File: src/rtl/uart_duty_rx.sv
`default_nettype none
// ============================================================================
// Module   : uart_duty_rx
// Brief    : 8N1 UART receiver that holds the last correctly framed byte as
//            the duty-cycle word for the downstream PWM generator.
// Revision : 1.0 - initial release
// ============================================================================
module uart_duty_rx #(
    parameter int WIDTH        = 8,
    parameter int CLKS_PER_BIT = 1042
) (
    input  logic             clk,
    input  logic             rst_i,
    input  logic             rx_i,
    output logic [WIDTH-1:0] duty_o,
    output logic             duty_valid_o,
    output logic             frame_err_o,
    output logic             busy_o
);

    localparam int CW = $clog2(CLKS_PER_BIT);

    // Mid-start-bit and mid-data-bit sample points.
    localparam logic [CW-1:0] c_half_m1 = CW'(CLKS_PER_BIT / 2 - 1);
    localparam logic [CW-1:0] c_bit_m1  = CW'(CLKS_PER_BIT - 1);

    typedef enum logic [2:0] {
        S_IDLE      = 3'd0,
        S_START     = 3'd1,
        S_DATA      = 3'd2,
        S_STOP      = 3'd3,
        S_WAIT_IDLE = 3'd4
    } state_t;

    state_t           r_state, w_state_nx;
    logic [1:0]       r_sync;
    logic [CW-1:0]    r_clk_cnt, w_clk_cnt_nx;
    logic [3:0]       r_bit_cnt, w_bit_cnt_nx;
    logic [7:0]       r_shift, w_shift_nx;
    logic [WIDTH-1:0] r_duty, w_duty_nx;
    logic             r_valid, w_valid_nx;
    logic             r_ferr, w_ferr_nx;
    logic             w_rxs;

    assign w_rxs = r_sync[1];

    // Two-flop synchronizer for the asynchronous line, plus all FSM state.
    always_ff @(posedge clk) begin
        if (rst_i) begin
            r_sync    <= 2'b11;
            r_state   <= S_IDLE;
            r_clk_cnt <= '0;
            r_bit_cnt <= '0;
            r_shift   <= '0;
            r_duty    <= '0;
            r_valid   <= 1'b0;
            r_ferr    <= 1'b0;
        end else begin
            r_sync    <= {r_sync[0], rx_i};
            r_state   <= w_state_nx;
            r_clk_cnt <= w_clk_cnt_nx;
            r_bit_cnt <= w_bit_cnt_nx;
            r_shift   <= w_shift_nx;
            r_duty    <= w_duty_nx;
            r_valid   <= w_valid_nx;
            r_ferr    <= w_ferr_nx;
        end
    end

    // Next-state logic: start detect, half-bit alignment, LSB-first shift,
    // stop-bit check; a low stop bit parks in WAIT_IDLE until the line idles.
    always_comb begin
        w_state_nx   = r_state;
        w_clk_cnt_nx = r_clk_cnt;
        w_bit_cnt_nx = r_bit_cnt;
        w_shift_nx   = r_shift;
        w_duty_nx    = r_duty;
        w_valid_nx   = 1'b0;
        w_ferr_nx    = 1'b0;
        case (r_state)
            S_IDLE: begin
                if (!w_rxs) begin
                    w_state_nx   = S_START;
                    w_clk_cnt_nx = '0;
                end
            end
            S_START: begin
                if (r_clk_cnt == c_half_m1) begin
                    if (!w_rxs) begin
                        w_state_nx   = S_DATA;
                        w_clk_cnt_nx = '0;
                        w_bit_cnt_nx = '0;
                    end else begin
                        // Too short to be a start bit: treat as line noise.
                        w_state_nx = S_IDLE;
                    end
                end else begin
                    w_clk_cnt_nx = r_clk_cnt + 1'b1;
                end
            end
            S_DATA: begin
                if (r_clk_cnt == c_bit_m1) begin
                    w_shift_nx   = {w_rxs, r_shift[7:1]};
                    w_clk_cnt_nx = '0;
                    w_bit_cnt_nx = r_bit_cnt + 4'd1;
                    if (r_bit_cnt == 4'd7) begin
                        w_state_nx = S_STOP;
                    end
                end else begin
                    w_clk_cnt_nx = r_clk_cnt + 1'b1;
                end
            end
            S_STOP: begin
                if (r_clk_cnt == c_bit_m1) begin
                    w_clk_cnt_nx = '0;
                    if (w_rxs) begin
                        w_duty_nx  = WIDTH'(r_shift);
                        w_valid_nx = 1'b1;
                        w_state_nx = S_IDLE;
                    end else begin
                        w_ferr_nx  = 1'b1;
                        w_state_nx = S_WAIT_IDLE;
                    end
                end else begin
                    w_clk_cnt_nx = r_clk_cnt + 1'b1;
                end
            end
            S_WAIT_IDLE: begin
                if (w_rxs) begin
                    w_state_nx = S_IDLE;
                end
            end
            default: begin
                w_state_nx = S_IDLE;
            end
        endcase
    end

    assign duty_o       = r_duty;
    assign duty_valid_o = r_valid;
    assign frame_err_o  = r_ferr;
    assign busy_o       = (r_state != S_IDLE);

endmodule
`default_nettype wire

File: config.mk
export PLATFORM = sky130hd
export DESIGN_NAME = uart_duty_rx
export DESIGN_NICKNAME = d
export VERILOG_FILES = /design/src/rtl/uart_duty_rx.sv
export SDC_FILE = /design/constraint.sdc
export NUM_CORES = 1
export LEC_CHECK = 0
export ABC_AREA = 1
export CAP_MARGIN = 20
export CORE_MARGIN = 2
export CORE_UTILIZATION = 40
export DETAILED_ROUTE_END_ITERATION = 16
export GPL_ROUTABILITY_DRIVEN = 0
export SYNTH_ARGS = -nofsm -noshare
export SYNTH_HDL_FRONTEND = slang
export SYNTH_SLANG_ARGS = --single-unit
File: constraint.sdc
create_clock -name clk -period 1.6 [get_ports clk]
set_input_delay 0.4 -clock clk [delete_from_list [all_inputs] [get_ports clk]]
set_output_delay 0.4 -clock clk [all_outputs]
set_load 0.05 [all_outputs]
After elaboration in Yosys (flattened, before gate mapping)
Cells that the tools add are included.
{"block": "totals", "output_inout_bits": 11, "latchBits": 0, "in_bits": 3, "regBits": 38, "rom_bits": 0, "mem_bits_rw": 0, "elab_cells": 55, "mem_count": 0}
{"block": "op_classes", "n_div": 0, "n_mux": 19, "magnitude_cmp": 0, "n_shift": 0, "add_sub_neg": 2, "reduce_logical": 10, "bitwise_logic": 2, "n_eq_ne": 14, "mul": 0}
{"op": "$mux 11", "n": 3}
{"op": "$pmux 11 s3", "n": 1}
{"op": "$mux 3", "n": 7}
{"op": "$pmux 3 s5", "n": 1}
{"op": "$ne 2x2->1 const B", "n": 7}
{"op": "$mux 4", "n": 3}
{"op": "$add 11x1->11 const B", "n": 1}
{"op": "$eq 11x10->1 const B", "n": 1}
{"op": "$eq 11x11->1 const B", "n": 1}
{"op": "$pmux 4 s2", "n": 1}
{"op": "$eq 3x2->1 const B", "n": 2}
{"op": "$reduce_and 6->1", "n": 1}
{"op": "$reduce_bool 3->1", "n": 2}
{"op": "$add 4x1->4 const B", "n": 1}
{"op": "$eq 4x3->1 const B", "n": 1}
{"op": "$reduce_and 4->1", "n": 1}
{"op": "$eq 3x1->1 const B", "n": 1}
{"op": "$eq 3x3->1 const B", "n": 1}
{"op": "$logic_not 3->1", "n": 1}
{"op": "$reduce_and 3->1", "n": 1}
{"op": "$reduce_or 3->1", "n": 1}
{"op": "$mux 1", "n": 2}
{"op": "$mux 2", "n": 1}
{"op": "$not 1->1", "n": 2}
{"op": "other kinds (3)", "n": 3}

Logic depth before layout (Yosys ltp)
{"block": "logic_depth", "word_depth": 4, "depth_mapped": 12, "ltp_nobuf": 12}

Worst setup path before layout
Ideal clock, no wire load.
{"block": "synth_timing", "kind": "reg2reg", "start": "register r_clk_cnt[0]", "end": "register r_clk_cnt[4]", "period_less_slack_ps": 1473, "stages_incl_launch_ff": 13, "arrival_ps": 1358, "setup_time_ps": 115, "path_slack_ps": 127, "required_ps": 1485, "cell_sequence": "dfxtp_1 inv_1 ha_1 nand3_1 nor2_2 nand2_2 nand2_2 nand2_1 buf_6 nand2_1 nand2_1 nand2_1 nor2_1"}
{"block": "synth_via", "elab_chain_cells": 3}
{"element": "start: declaration", "line_no": "37", "text": "logic [CW-1:0] r_clk_cnt, w_clk_cnt_nx;"}
{"element": "start signal: assignment", "line_no": "61", "text": "r_clk_cnt <= w_clk_cnt_nx;"}
{"element": "$add 11x1->11 (tied with other cells)", "line_no": "98, 110, 125"}
{"element": "$mux 11, on equally long branches", "line_no": "102, 114, 88"}
{"element": "$pmux 11 s3 *", "line_no": "80", "text": "case (r_state)"}
Mark *: on every way between the ends. The rest lies on a longest branch, timed or not.
A chain may end at the register's enable or synchronous reset.

Final worst setup path
{"block": "layout_timing", "start": "register r_state[1]", "end": "output port busy_o"}
{"block": "layout_via", "elab_chain_cells": 1}
{"element": "start: declaration", "line_no": "35", "text": "state_t r_state, w_state_nx;"}
{"element": "start signal: assignment", "line_no": "60", "text": "r_state <= w_state_nx;"}
{"element": "$reduce_bool 3->1", "line_no": "142", "text": "assign busy_o = (r_state != S_IDLE);"}
{"element": "end: declaration", "line_no": "18", "text": "output logic busy_o"}
Every way passes these cells.

==> results.toml <==
[cts]
cts.htree.levels = 2
clkTransAtPathRegs_ps = 80
cts_num_sinks = 38
cts_root_buffer = "clkbuf_8"
cts.path.max_buffers = 2
clk-insertion-delay-late_ps = 300
numCtsBuffers = 5
cts_tree = "built"

[floorplanning]
rows = 25
core_region_area_um2 = 4720
die-area_um2 = 5450
start_util_pct = 41.3
die-height_um = 73.8
ios = 14
die_w_um = 73.8

[grt]
antenna_found_initial = 0
grt_pass1_wl_um = 7520
grt_max_degree = 14
gr-total-overflow = 0
grt_usage_pct = 18.0
grt_pass1_vias = 1716

[sta]
drv_slew = 0
hold_violations = 0
finalCritPeriodShare_pct = 95.8
fmax_ghz = 0.653
setup_viol = 0
clock_skew_ps = 8.88
worst_slack_ps = 67.5
worst_pin_slew_ps = 269
relSlewSlack_pct = 82.1
min_period_ps = 1530

[cells_and_area]
n_antenna_cell = 0
drive_gt1_share_pct = 28.3
num-nets-final = 328
fillers = 465
syn_to_final_growth_pct = 31.9

[worst_setup_path]
slowest_stage = "dfxtp_1"
cp_max_fo = 4
start_kind = "flip-flop"
worst-path-buf-inv = 1
path_class = "reg -> out"
cpLargestDelayFamily = "flip-flops"
cp_cell_sequence = "nor2_2 -> nand2_1 -> buf_4"
cp.arrival_ps = 1130
cp_slowest_stage_delay_ps = 380
worstSetupEndpointType = "output port"
required_ps = 1200

[hold_path]
hp-class = "reg -> reg"

[logic_synthesis]
synth_top_area_share_pct = 39.0
syn_nets = 286
synthCells = 279
synth_area_leaders = "dfxtp_1 (39%), nand2_1 (11%), nor2_1 (9.2%)"
ys_seq_area_share_pct = 39.0
yosysMostFrequentCell = "nand2_1"
netlist.top_cell.by_area = "dfxtp_1"
synthTopCellsByCount = "nand2_1 (57), nor2_1 (48), dfxtp_1 (38)"
synthArstFlopShare_pct = 0
synth.distinct_cells = 28
syn_avg_cell_area_um2 = 6.99
yosys_register_bits = 38
syn_area_um2 = 1950
ys_warn_count = 0
synth_ff_type = "dfxtp_1"
synth-edff-count = 0

[placed_design]
dpl_worst_slack_ps = -62.7
hpwl_um = 3240
port_buffers = 13

[outcome]
status = "finished, final reports clean"

[pwr]
power.leakage_nw = 1.12
ir_drop_v = 0.000548
power_mw = 2.53
power_per_cell_area_nw_per_um2 = 984

[drt]
drt-total-wl_um = 4380
route.detailed.wl_per_inst_um = 11.3
drcViolationCount = 0
vias = 1843
vias_per_cell = 4.74
first_pass_iters = 4
antenna_left = 0
drt_iter0_markers = 94

[run]
cap_violations = 0
## final cells by class
| cell class | count | area, um2 | share of cell area, % |
|---|---|---|---|
| Tap cell | 67 | 83.8 | 3.26 |
| Inverter | 27 | 101 | 3.94 |
| Timing Repair Buffer | 40 | 434 | 16.9 |
| Sequential cell | 38 | 768 | 29.9 |
| Clock inverter | 2 | 16.3 | 0.632 |
| Clock buffer | 6 | 82.6 | 3.21 |
| Multi-Input combinational cell | 209 | 1090 | 42.2 |
## worst reg2reg max path: cells and delay by family, from the launching register on
kind,cells,cell delay (ps)
buffers and inverters,3,250
AND/OR/NAND/NOR,8,630
adder cells (fa/ha/maj),1,160
flip-flops,1,370
## layout by cell type (no fill, tap or decap), types with 3 or more instances in the layout
cell type	synthesis	routed
o211ai_1	3	3
o21ai_0	18	18
nor2_4	6	7
a21oi_1	15	15
nand3_1	30	29
nand2_2	8	8
inv_1	19	17
clkbuf_8	0	6
nor2_1	48	46
ha_1	4	4
or2_2	3	3
dfxtp_2	0	3
nand2_1	57	55
dfxtp_1	38	34
nor2_2	4	5
buf_12	0	10
inv_2	8	10
buf_4	1	27
## metal layers
layer,global-route usage (%),share of wire [%]
met5,0,0
met1,23.6,49
met3,3.84,2.5
met4,8.28,1.7
met2,28.0,47
## where the power goes
group	switching [mW]	leakage (nW)	internal, mW	total, mW
clock	0.370	0.0478	0.355	0.725
sequential	0.0342	0.309	0.986	1.02
combinational	0.499	0.768	0.288	0.787
## state kept, by name (all words and copies together) (netlist names)
| signal | cells |
|---|---|
| r_bit_cnt | 4 |
| r_clk_cnt | 11 |
| r_state | 3 |
| duty_valid_o | 1 |
| frame_err_o | 1 |
| duty_o | 8 |
| r_shift | 8 |
| r_sync | 2 |
## per-stage QoR
step,TNS (ps),instances,utilization (%),cell area [um2],hold slack [ps]
after floorplan,0,279,-,1950,389
after global placement,0,379,51.1,2410,393
after detailed placement,-102,379,51.1,2410,411
after CTS,0,387,53.3,2520,432
after global routing,-149,389,54.5,2570,439
final,0,389,54.5,2570,425
## timing repair
| item | in CTS | in global routing |
|---|---|---|
| setup buffers | 0 | 2 |
| resized for setup | 3 | 14 |
| pin swaps | 0 | 2 |
| endpoints found under the setup margin | 10 | 13 |
| hold buffers | 0 | 0 |
## cell families (layout without fill, tap and decap cells)
group | count (synthesis) | after routing | share of synthesized area [%]
AND/OR/NAND/NOR | 163 | 163 | 38.9
AO/OA/AOI/OAI | 41 | 41 | 11.9
flip-flops | 38 | 38 | 39.0
buffers and inverters | 32 | 75 | 7.12
adder cells (fa/ha/maj) | 4 | 4 | 2.57
XOR/XNOR | 1 | 1 | 0.449
## final timing paths
path         cells past startpoint          from  slack (ps)          to
min reg2reg                      1     r_sync[0]         430   r_sync[1]
max reg2reg                     12  r_clk_cnt[0]          90  r_state[0]
min                              1     r_sync[0]         430   r_sync[1]
max                              3    r_state[1]          70      busy_o
(Power assumes the default switching activity.)
